<file path="config.mk">
export PLATFORM = sky130hd
export DESIGN_NAME = md_operand_sequencer
export DESIGN_NICKNAME = d
export VERILOG_FILES = /design/src/rtl/md_seq_pkg.sv /design/src/rtl/md_shift_window.sv /design/src/rtl/md_operand_sequencer.sv
export SDC_FILE = /design/constraint.sdc
export NUM_CORES = 1
export LEC_CHECK = 0
export CELL_PAD_IN_SITES_DETAIL_PLACEMENT = 2
export CELL_PAD_IN_SITES_GLOBAL_PLACEMENT = 2
export CORE_AREA = 4 4 94 114
export CTS_CLUSTER_SIZE = 40
export DETAILED_ROUTE_END_ITERATION = 6
export DIE_AREA = 0 0 98 118
export PLACE_DENSITY = 0.89
export SKIP_CTS_REPAIR_TIMING = 1
export SLEW_MARGIN = 15
export SYNTH_ARGS = -nofsm -noshare
export SYNTH_HDL_FRONTEND = slang
export SYNTH_SLANG_ARGS = --single-unit
</file>
<file path="constraint.sdc">
create_clock -name clk -period 1.6 [get_ports clk]
set_input_delay 0.32 -clock clk [delete_from_list [all_inputs] [get_ports clk]]
set_output_delay 0.32 -clock clk [all_outputs]
set_load 0.02 [all_outputs]
</file>
<file path="src/rtl/md_seq_pkg.sv">
// Shared types and constants for the multiply/divide operand sequencer.
// Holds the FSM state encoding, word/window widths and the quotient bit-pair encoding.
package md_seq_pkg;

  localparam int MD_WORD_W = 26;
  localparam int MD_WIN_W  = 3;

  typedef enum logic [1:0] {
    IDLE = 2'd0,
    REQ  = 2'd1,
    WAIT = 2'd2,
    FIN  = 2'd3
  } md_state_e;

  // A non-negative partial remainder yields a 1 quotient bit.
  function automatic logic [1:0] md_qbits(input logic sg1, input logic sg2);
    return {~sg1, ~sg2};
  endfunction

endpackage

</file>
<file path="src/rtl/md_shift_window.sv">
// Loadable two-bit-per-step shift register with a 3-bit tap on its low end.
// SHIFT_LEFT=0 walks a multiplier window; SHIFT_LEFT=1 assembles quotient bit pairs.
module md_shift_window
  import md_seq_pkg::*;
#(
  parameter int W          = MD_WORD_W + 1,
  parameter bit SHIFT_LEFT = 1'b0
) (
  input  logic                clk,
  input  logic                rst_n,
  input  logic                load,
  input  logic [W-1:0]        load_val,
  input  logic                shift,
  input  logic [1:0]          shift_in,
  output logic [W-1:0]        data,
  output logic [MD_WIN_W-1:0] win
);

  logic [W-1:0] data_q, data_d;

  always_comb begin
    data_d = data_q;
    if (load) begin
      data_d = load_val;
    end else if (shift) begin
      if (SHIFT_LEFT) data_d = {data_q[W-3:0], shift_in};
      else            data_d = {shift_in, data_q[W-1:2]};
    end
  end

  always_ff @(posedge clk or negedge rst_n) begin
    if (!rst_n) data_q <= '0;
    else        data_q <= data_d;
  end

  assign data = data_q;
  assign win  = data_q[MD_WIN_W-1:0];

endmodule

</file>
<file path="src/rtl/md_operand_sequencer.sv">
// Initiator for the MD step unit: feeds radix-4 multiplier windows and
// collects SG1/SG2 decisions into a quotient, one two-bit step at a time.
//
// state | meaning
// IDLE  | waiting for start; operands and quotient loaded on accept
// REQ   | latch window, raise step_req for the next cycle
// WAIT  | step_req held until step_ack; shift and count on ack
// FIN   | one-cycle done, quotient marked valid after a divide
module md_operand_sequencer
  import md_seq_pkg::*;
#(
  parameter int WORD_W = MD_WORD_W,
  parameter int STEPS  = WORD_W / 2
) (
  input  logic                clk,
  input  logic                rst_n,
  input  logic                start,
  input  logic                op_div,
  input  logic [WORD_W-1:0]   operand,
  output logic                busy,
  output logic                step_req,
  output logic [MD_WIN_W-1:0] md_win,
  input  logic                step_ack,
  input  logic                sg1,
  input  logic                sg2,
  output logic                done,
  output logic [WORD_W-1:0]   quotient,
  output logic                q_valid
);

  localparam int CNT_W = (STEPS > 1) ? $clog2(STEPS) : 1;
  localparam logic [CNT_W-1:0] LAST_STEP = CNT_W'(STEPS - 1);

  md_state_e           state_q, state_d;
  logic [CNT_W-1:0]    cnt_q, cnt_d;
  logic                op_div_q, op_div_d;
  logic                step_req_q, step_req_d;
  logic [MD_WIN_W-1:0] md_win_q, md_win_d;
  logic                q_valid_q, q_valid_d;

  logic                accept, ack_hit;
  logic [MD_WIN_W-1:0] sr_win;
  logic [WORD_W:0]     sr_data_unused;
  logic [MD_WIN_W-1:0] q_win_unused;
  logic [WORD_W-1:0]   q_data;

  assign accept  = (state_q == IDLE) && start;
  assign ack_hit = (state_q == WAIT) && step_ack;

  md_shift_window #(.W(WORD_W + 1), .SHIFT_LEFT(1'b0)) u_mult_sr (
    .clk      (clk),
    .rst_n    (rst_n),
    .load     (accept),
    .load_val ({operand, 1'b0}),
    .shift    (ack_hit),
    .shift_in (2'b00),
    .data     (sr_data_unused),
    .win      (sr_win)
  );

  md_shift_window #(.W(WORD_W), .SHIFT_LEFT(1'b1)) u_quot_sr (
    .clk      (clk),
    .rst_n    (rst_n),
    .load     (accept && op_div),
    .load_val ('0),
    .shift    (ack_hit && op_div_q),
    .shift_in (md_qbits(sg1, sg2)),
    .data     (q_data),
    .win      (q_win_unused)
  );

  always_comb begin
    state_d    = state_q;
    cnt_d      = cnt_q;
    op_div_d   = op_div_q;
    step_req_d = step_req_q;
    md_win_d   = md_win_q;
    q_valid_d  = q_valid_q;
    case (state_q)
      IDLE: begin
        if (start) begin
          state_d  = REQ;
          cnt_d    = '0;
          op_div_d = op_div;
          if (op_div) q_valid_d = 1'b0;
        end
      end
      REQ: begin
        step_req_d = 1'b1;
        md_win_d   = op_div_q ? '0 : sr_win;
        state_d    = WAIT;
      end
      WAIT: begin
        if (step_ack) begin
          step_req_d = 1'b0;
          md_win_d   = '0;
          cnt_d      = cnt_q + CNT_W'(1);
          state_d    = (cnt_q == LAST_STEP) ? FIN : REQ;
        end
      end
      FIN: begin
        q_valid_d = q_valid_q | op_div_q;
        state_d   = IDLE;
      end
      default: state_d = IDLE;
    endcase
  end

  always_ff @(posedge clk or negedge rst_n) begin
    if (!rst_n) begin
      state_q    <= IDLE;
      cnt_q      <= '0;
      op_div_q   <= 1'b0;
      step_req_q <= 1'b0;
      md_win_q   <= '0;
      q_valid_q  <= 1'b0;
    end else begin
      state_q    <= state_d;
      cnt_q      <= cnt_d;
      op_div_q   <= op_div_d;
      step_req_q <= step_req_d;
      md_win_q   <= md_win_d;
      q_valid_q  <= q_valid_d;
    end
  end

  // q_valid must already read high during the done cycle of a divide.
  assign busy     = (state_q != IDLE);
  assign done     = (state_q == FIN);
  assign step_req = step_req_q;
  assign md_win   = md_win_q;
  assign quotient = q_data;
  assign q_valid  = q_valid_q | (done & op_div_q);

endmodule

</file>
==> results of run 1 <==
[critical path, cell delays in order (launching register included)]
cell	delay (ns)
dfrtp_1	0.42
and2_4	0.17
a21o_1	0.19
buf_4	0.16
[power breakdown]
group | internal [µW] | switching [µW] | leakage [µW]
clock | 1160 | 697 | 0.000138
sequential | 2150 | 349 | 0.000838
combinational | 1040 | 1320 | 0.00133
[layout by cell type (no fill, tap or decap), types with 8 or more instances in the layout]
cell             instances
buf_4                   18
a22oi_1                 13
a21oi_1                 46
o21ai_1                  8
inv_1                   20
clkdlybuf4s50_1         31
dfrtp_1                 65
clkbuf_16                9
dlymetal6s2s_1          30
nand2_1                 55
nor2_1                  14
[per-stage QoR]
| stage | worst slack (ns) | power, µW |
|---|---|---|
| 6_report | 0.00835 | 6720 |
| 4_1_cts | -0.494 | 6820 |
| 3_3_place_gp | -0.106 | 4700 |
| 3_5_place_dp | -0.216 | 4880 |
| 5_1_grt | -0.0469 | 7190 |
| 2_1_floorplan | 0.182 | 3820 |
[state kept, by name, summed over array words and instances, names as in the netlist]
register,flops
u_mult_sr.data,27
cnt_q,4
step_req,1
q_valid_q,1
md_win,3
state_q,2
op_div_q,1
u_quot_sr.data,26
[area by class of cell]
class	count	area share
clock buffers	13	0.0652
well taps	123	0.0371
repair buffers	89	0.229
flip-flops and latches	65	0.392
multi-input cells	189	0.254
clock inverters	2	0.00302
inverters	21	0.0196
[cells in the mapped netlist, types with 3 or more instances]
library cell	n
buf_6	3
o21ai_1	7
a22oi_1	13
o21ai_0	8
buf_4	3
a221oi_1	3
inv_1	20
a22o_1	6
nand2b_1	4
nor2_1	14
dfrtp_1	65
buf_2	10
nand2_1	55
a21oi_1	48
clkbuf_1	4
[final timing paths]
kind,endpoint,cells after the start,startpoint,slack (ns)
setup / recovery,q_valid,3,state_q[0]$_DFFE_PN0P_,0.008
hold / removal,u_quot_sr.data[19]$_DFFE_PN0P_,2,rst_n,-0.01
setup reg to reg,u_mult_sr.data[16]$_DFFE_PN0P_,5,state_q[0]$_DFFE_PN0P_,0.10
hold reg to reg,u_mult_sr.data[0]$_DFFE_PN0P_,1,u_mult_sr.data[0]$_DFFE_PN0P_,0.50
max in group asynchronous,md_win[1]$_DFFE_PN0P_,2,rst_n,1.29
min in group clk,u_mult_sr.data[0]$_DFFE_PN0P_,1,u_mult_sr.data[0]$_DFFE_PN0P_,0.50
[routing by layer]
layer / share of wire / track usage / vias to the layer above
li1: - / - / 1161
met1: 0.39 / 0.180 / 1250
met2: 0.55 / 0.288 / 63
met3: 0.041 / 0.0344 / 12
met4: 0.012 / 0.0494 / 0
met5: 0 / 0 / -
[cells by family (layout without fill, tap and decap cells)]
logic type	Yosys count	count (layout)
and+or+nand+nor	92	92
AOI/OAI and AO/OA	95	95
buffers and inverters	41	125
DFF	65	65
adders and majority gates	2	2
==> results.toml, run 1 <==
[drt]
vias_per_cell = 4.95
ant_nets = 0
drt-total-wl_um = 8840
drt-initial-drc-count = 47
drc_errors = 0
wl_per_cell_um = 17.6
drt-pass1-iter-count = 4
vias = 2486

[sta]
tns_ns = 0
grt_setup_unrepaired = "yes"
finalHoldViolCount = 5
worst_pin_slew_ns = 0.370
period_minus_slack_ns = 1.59
drv_slew = 0
fmax_ghz = 0.628
finalClockSkew_ns = 0.00997
hold-worst-slack_ns = -0.0139
min_period_over_period = 0.995
finalSetupViolCount = 0
max-slew-margin-rel = 0.753

[layout]
nNetsFinal = 410
multi_input_area_um2 = 1050
layout.cells.non_filler = 502
layout.area.seq_um2 = 1630
diodes = 0
area_delta_synth_final_pct = 45.7
finish.utilization = 0.436
n_fill_cell = 1001
drive_gt1_frac = 0.142
final_cell_area_um2 = 4150

[global_routing]
antenna_found_initial = 0
grt_pass1_wl_um = 14600
grt_pass1_vias = 2819
overflow = 0
grt_max_degree = 66
gr-usage-all-layers = 0.157

[logic_synthesis]
synthArstFlopShare = 1.00
synth-simple-area-share = 0.150
synth.distinct_cells = 37
avgSynthCellArea_um2 = 9.64
synth_top_family_by_area = "compound AO/OA/AOI/OAI gates"
synth_top_area_cell = "dfrtp_1"
synth_compound_area_frac = 0.199
syn_inst = 295
synthDominantCellAreaShare = 0.572
synthXorXnorAreaFrac = 0
yosys-top-cells-area = "dfrtp_1 (57%), a21oi_1 (8.4%), nand2_1 (7.3%), a22oi_1 (3.4%), inv_1 (2.6%)"
synth_warnings = 0
synth_adder_area_share = 0.00880
ys_seq_area_frac = 0.572
synth-edff-count = 0
synth-seq-cells = 65
synth_nets = 330
synth.cell_area_um2 = 2850
synth_ff_type = "dfrtp_1"
synthMuxAreaShare = 0

[floorplan]
die-area_um2 = 11600
core_area_um2 = 9520
die_y_um = 118
num_rows = 39
top_level_ports = 66
die_w_um = 98
start_util = 0.299

[power_and_ir_drop]
ir_drop_mv = 0.902
power.density_nw_per_um2 = 1620
power.leakage_uw = 0.00230

[clock_tree]
cts.path.max_buffers = 2
root_buffer = "clkbuf_16"
cts_tree = "done"
cts_max_level = 3
cts.clk_slew.worst_paths_ns = 0.06
insertion_delay_ns = 0.33
cts_inserted_buffers = 9
cts_sinks = 65

[placement]
portBuffers = 65
place_inst = 487
gp_congestion = 0.735
postPlaceCellArea_um2 = 3770
dpl.hpwl_um = 6170

[setup_path]
cp.required_ns = 1.28
crit_fanout = 4
cp.arrival_ns = 1.27
critPathKind = "flop to output port"
startpoint_type = "flop"
crit_path_end_kind = "output port"

[run]
max_cap_viol_count = 0

[status]
status = "finished with violations"
violations = "hold timing"

[min_path]
hp-class = "input pin to async pin"
(Power assumes the default switching activity.)
==> inputs of run 2 (changes only) <==
--- a/config.mk
+++ b/config.mk
@@ -7,11 +7,11 @@
 export LEC_CHECK = 0
 export CELL_PAD_IN_SITES_DETAIL_PLACEMENT = 2
 export CELL_PAD_IN_SITES_GLOBAL_PLACEMENT = 2
-export CORE_AREA = 4 4 94 114
+export CORE_AREA = 4 4 99 120
 export CTS_CLUSTER_SIZE = 40
 export DETAILED_ROUTE_END_ITERATION = 6
-export DIE_AREA = 0 0 98 118
-export PLACE_DENSITY = 0.89
+export DIE_AREA = 0 0 103 124
+export PLACE_DENSITY = 0.85
 export SKIP_CTS_REPAIR_TIMING = 1
 export SLEW_MARGIN = 15
 export SYNTH_ARGS = -nofsm -noshare
==> constraint.sdc (replaced) <==
create_clock -name clk -period 1.45 [get_ports clk]
set_input_delay 0.29 -clock clk [delete_from_list [all_inputs] [get_ports clk]]
set_output_delay 0.29 -clock clk [all_outputs]
set_load 0.02 [all_outputs]
==> results.toml, run 2 (same netlist as run 1, synthesis figures left out) <==
[global_routing]
antenna_found_initial = 0
gr-usage-all-layers = 0.148
grt_pass1_wl_um = 14300
overflow = 0
grt_pass1_vias = 2816
grt_max_degree = 66

[clock_tree]
cts_inserted_buffers = 9
cts_tree = "done"
cts.path.max_buffers = 2
cts_max_level = 3
cts.clk_slew.worst_paths_ns = 0.06
cts_sinks = 65
insertion_delay_ns = 0.34
root_buffer = "clkbuf_16"

[drt]
drt-total-wl_um = 11000
vias_per_cell = 4.96
drt-pass1-iter-count = 4
drt-initial-drc-count = 75
wl_per_cell_um = 20.7
drc_errors = 0
vias = 2623
ant_nets = 0

[sta]
finalHoldViolCount = 0
finalClockSkew_ns = 0.00700
drv_slew = 0
period_minus_slack_ns = 1.65
max-slew-margin-rel = 0.736
grt_setup_unrepaired = "yes"
min_period_over_period = 1.14
fmax_ghz = 0.606
setup_slack_ns = -0.201
tns_ns = -9.02
finalSetupViolCount = 61
worst_pin_slew_ns = 0.396

[status]
violations = "setup timing"
status = "finished with violations"

[placement]
dpl.hpwl_um = 6290
place_inst = 498
gp_congestion = 0.735
postPlaceCellArea_um2 = 3810
portBuffers = 65

[power_and_ir_drop]
power.leakage_uw = 0.00247
power.density_nw_per_um2 = 1800
ir_drop_mv = 0.636

[setup_path]
critPathKind = "flop to flop"
startpoint_type = "flop"
cp.required_ns = 1.66
cp.arrival_ns = 1.86
crit_path_end_kind = "flop"
crit_fanout = 8

[layout]
layout_commonest_cell = "dfrtp_1"
area_delta_synth_final_pct = 64.6
layout.cells.non_filler = 529
drive_gt1_frac = 0.332
nNetsFinal = 428
largest_reg_flops = 27
final_cell_mix = "dfrtp_1 (64), nand2_1 (38), clkdlybuf4s50_1 (31)"
n_fill_cell = 1087
final_cell_area_um2 = 4680
diodes = 0

[floorplan]
die_y_um = 124
start_util = 0.263
die-area_um2 = 12800
core_area_um2 = 10800
die_w_um = 103
num_rows = 42
top_level_ports = 66

[run]
max_cap_viol_count = 0

[min_path]
hp-class = "input pin to async pin"
-- run 2: final cells by class --
class / count / area (µm²) / share of cell area
Multi-Input combinational cell: 189 / 1260 / 0.270
Inverter: 21 / 81.3 / 0.0174
Clock inverter: 5 / 32.5 / 0.00695
Clock buffer: 10 / 239 / 0.0510
Timing Repair Buffer: 107 / 1270 / 0.272
Tap cell: 132 / 165 / 0.0353
Sequential cell: 65 / 1630 / 0.348
-- run 2: through the flow --
stage,worst slack (ns),utilization,hold slack [ns],power (µW)
floorplan,0.0617,-,-0.00559,4220
global placement,-0.284,0.352,0.339,5310
detailed placement,-0.376,0.352,0.336,5510
CTS,-0.564,0.377,-0.0214,7590
global route,-0.243,0.433,0.507,8890
finish,-0.201,0.433,0.487,8430
-- run 2: metal layers --
layer  global-route usage  vias up  wire, µm
met5                    0        -         0
met4               0.0632        0       246
met3               0.0336       18       390
met2                0.271       61      6150
met1                0.162     1343      4180
li1                     -     1201         -
-- run 2: report_power, final --
part	total, µW	internal, µW	switching [µW]
Clock	2040	1190	853
Sequential	2830	2370	459
Combinational	3560	1730	1820
-- run 2: worst paths after layout --
kind / cells after the start / startpoint / slack (ns) / endpoint
max in group asynchronous: 3 / rst_n / 0.62 / u_mult_sr.data[7]$_DFFE_PN0P_
min in group clk: 2 / sg2 / 0.50 / u_quot_sr.data[0]$_DFFE_PN0P_
worst max register to register: 7 / state_q[0]$_DFFE_PN0P_ / -0.20 / u_mult_sr.data[21]$_DFFE_PN0P_
worst min register to register: 1 / u_mult_sr.data[26]$_DFFE_PN0P_ / 0.51 / u_mult_sr.data[26]$_DFFE_PN0P_
worst max-delay path: 7 / state_q[0]$_DFFE_PN0P_ / -0.20 / u_mult_sr.data[21]$_DFFE_PN0P_
worst min-delay path: 3 / rst_n / 0.49 / u_quot_sr.data[14]$_DFFE_PN0P_
-- run 2: worst max-delay path, cell delays in order (launching register included) --
cell	delay [ns]
dfrtp_2	0.44
buf_4	0.15
buf_6	0.13
and3b_2	0.42
nor2_4	0.08
inv_4	0.10
clkbuf_16	0.14
o21ai_1	0.06
==> inputs of run 3 (changes only) <==
--- a/config.mk
+++ b/config.mk
@@ -8,6 +8,7 @@
 export CELL_PAD_IN_SITES_DETAIL_PLACEMENT = 2
 export CELL_PAD_IN_SITES_GLOBAL_PLACEMENT = 2
 export CORE_AREA = 4 4 99 120
+export CTS_CLUSTER_DIAMETER = 60
 export CTS_CLUSTER_SIZE = 40
 export DETAILED_ROUTE_END_ITERATION = 6
 export DIE_AREA = 0 0 103 124
==> constraint.sdc (replaced) <==
create_clock -name clk -period 1.45 [get_ports clk]
set_input_delay 0.29 -clock clk [delete_from_list [all_inputs] [get_ports clk]]
set_output_delay 0.29 -clock clk [all_outputs]
set_load 0.01 [all_outputs]
==> results.toml, run 3 (same netlist as run 1, synthesis figures left out) <==
[placement]
gp_congestion = 0.768
portBuffers = 65
dpl.hpwl_um = 6300

[floorplan]
core_area_um2 = 10800
die_y_um = 124
top_level_ports = 66
start_util = 0.263
die_w_um = 103
num_rows = 42
die-area_um2 = 12800

[sta]
min_period_over_period = 1.12
tns_ns = -4.00
max-slew-margin-rel = 0.708
fmax_ghz = 0.618
period_minus_slack_ns = 1.62
finalClockSkew_ns = 0.0102
finalSetupViolCount = 59
hold-worst-slack_ns = -0.0287
drv_slew = 0
grt_setup_unrepaired = "yes"
finalHoldViolCount = 36
worst_pin_slew_ns = 0.438
setup_slack_ns = -0.167

[clock_tree]
insertion_delay_ns = 0.33
cts.clk_slew.worst_paths_ns = 0.06
cts_max_level = 3
root_buffer = "clkbuf_16"
cts_inserted_buffers = 9
cts.path.max_buffers = 2
cts_tree = "done"
cts_sinks = 65

[setup_path]
crit_path_end_kind = "flop"
crit_fanout = 15
critPathKind = "flop to flop"
cp_slowest_stage_delay_ns = 0.41
crit_chain = "buf_4 -> nor3b_4 -> buf_6 -> buf_12 -> a21oi_1 -> a21oi_1"
crit_top_cell = "a21oi_1"
startpoint_type = "flop"
cp.required_ns = 1.68
crit_slowest_cell = "dfrtp_1"
r2r.worst_path.cells = 6
cp.arrival_ns = 1.85

[drt]
drt-total-wl_um = 11000
drt-initial-drc-count = 80
wl_per_cell_um = 20.8
vias = 2648
drc_errors = 0
vias_per_cell = 4.99
drt-pass1-iter-count = 4
ant_nets = 0

[global_routing]
gr-usage-all-layers = 0.149
grt_max_degree = 66
grt_pass1_vias = 2762
grt_pass1_wl_um = 14600
overflow = 0
antenna_found_initial = 0

[power_and_ir_drop]
power.density_nw_per_um2 = 1840
finalPower_uw = 8540
p_int_uw = 5610
switching_power_uw = 2930
swShare = 0.343
p_seq_frac = 0.332
ir_drop_mv = 0.680
power.leakage_uw = 0.00248
power_frac_clock = 0.300
pwr-share-comb = 0.369

[layout]
final_cell_mix = "dfrtp_1 (64), nand2_1 (38), clkdlybuf4s50_1 (31)"
diodes = 0
finish.utilization = 0.430
layout.area.seq_um2 = 1630
n_fill_cell = 1122
nNetsFinal = 429
largest_reg_flops = 27
area_delta_synth_final_pct = 63.5
layout_commonest_cell = "dfrtp_1"
drive_gt1_frac = 0.318
multi_input_area_um2 = 1250

[min_path]
hp-class = "input pin to async pin"

[status]
status = "finished with violations"
violations = "hold timing, setup timing"

[run]
max_cap_viol_count = 0
-- run 3: cell count changes in the layout (fill, tap and decap cells not counted), moves of 3 or more --
cell	previous run	this run
a21oi_1	20	27
a21oi_2	28	21
buf_4	14	24
buf_6	13	10
buf_8	6	2
bufinv_16	0	3
-- run 3: worst paths after layout --
kind	slack, ns	from	to
min in group clk	0.53	u_mult_sr.data[0]$_DFFE_PN0P_	u_mult_sr.data[0]$_DFFE_PN0P_
hold / removal	-0.03	rst_n	u_quot_sr.data[13]$_DFFE_PN0P_
setup reg to reg	-0.17	state_q[1]$_DFFE_PN0P_	u_mult_sr.data[4]$_DFFE_PN0P_
hold reg to reg	0.53	u_mult_sr.data[0]$_DFFE_PN0P_	u_mult_sr.data[0]$_DFFE_PN0P_
max in group asynchronous	1.17	rst_n	u_mult_sr.data[5]$_DFFE_PN0P_
setup / recovery	-0.17	state_q[1]$_DFFE_PN0P_	u_mult_sr.data[4]$_DFFE_PN0P_
-- run 3: worst max-delay path: cells and delay by family (launching register included) --
family | cells | cell delay, ns
flops | 1 | 0.41
simple gates | 1 | 0.34
compound gates | 2 | 0.25
buf+inv | 3 | 0.51
-- run 3: cell type report --
class                   count  area share
multi-input cells         189       0.268
repair buffers            108       0.254
clock buffers              11      0.0522
inverters                  21      0.0175
well taps                 132      0.0355
clock inverters             5      0.0221
flip-flops and latches     65       0.350
-- run 3: layer usage --
metal,vias to the layer above,global-route usage,part of all wire
met5,-,0,0
met4,0,0.0583,0.024
met3,13,0.0246,0.033
met2,59,0.264,0.55
met1,1376,0.177,0.40
li1,1200,-,-
-- run 3: power by group through the flow --
stage	sequential (µW)	combinational, µW	clock [µW]
4_1_cts	2800	2520	2580
2_1_floorplan	2700	1410	0
5_1_grt	2890	3460	2700
6_report	2830	3150	2560
3_3_place_gp	2750	2300	0
3_5_place_dp	2810	2470	0
-- run 3: stage by stage --
stage | worst slack (ns) | instances | cell area, µm²
2_1_floorplan | 0.120 | 295 | 2850
3_3_place_gp | -0.314 | 494 | 3760
3_5_place_dp | -0.406 | 494 | 3760
4_1_cts | -0.660 | 510 | 4100
5_1_grt | -0.236 | 531 | 4650
6_report | -0.167 | 531 | 4650
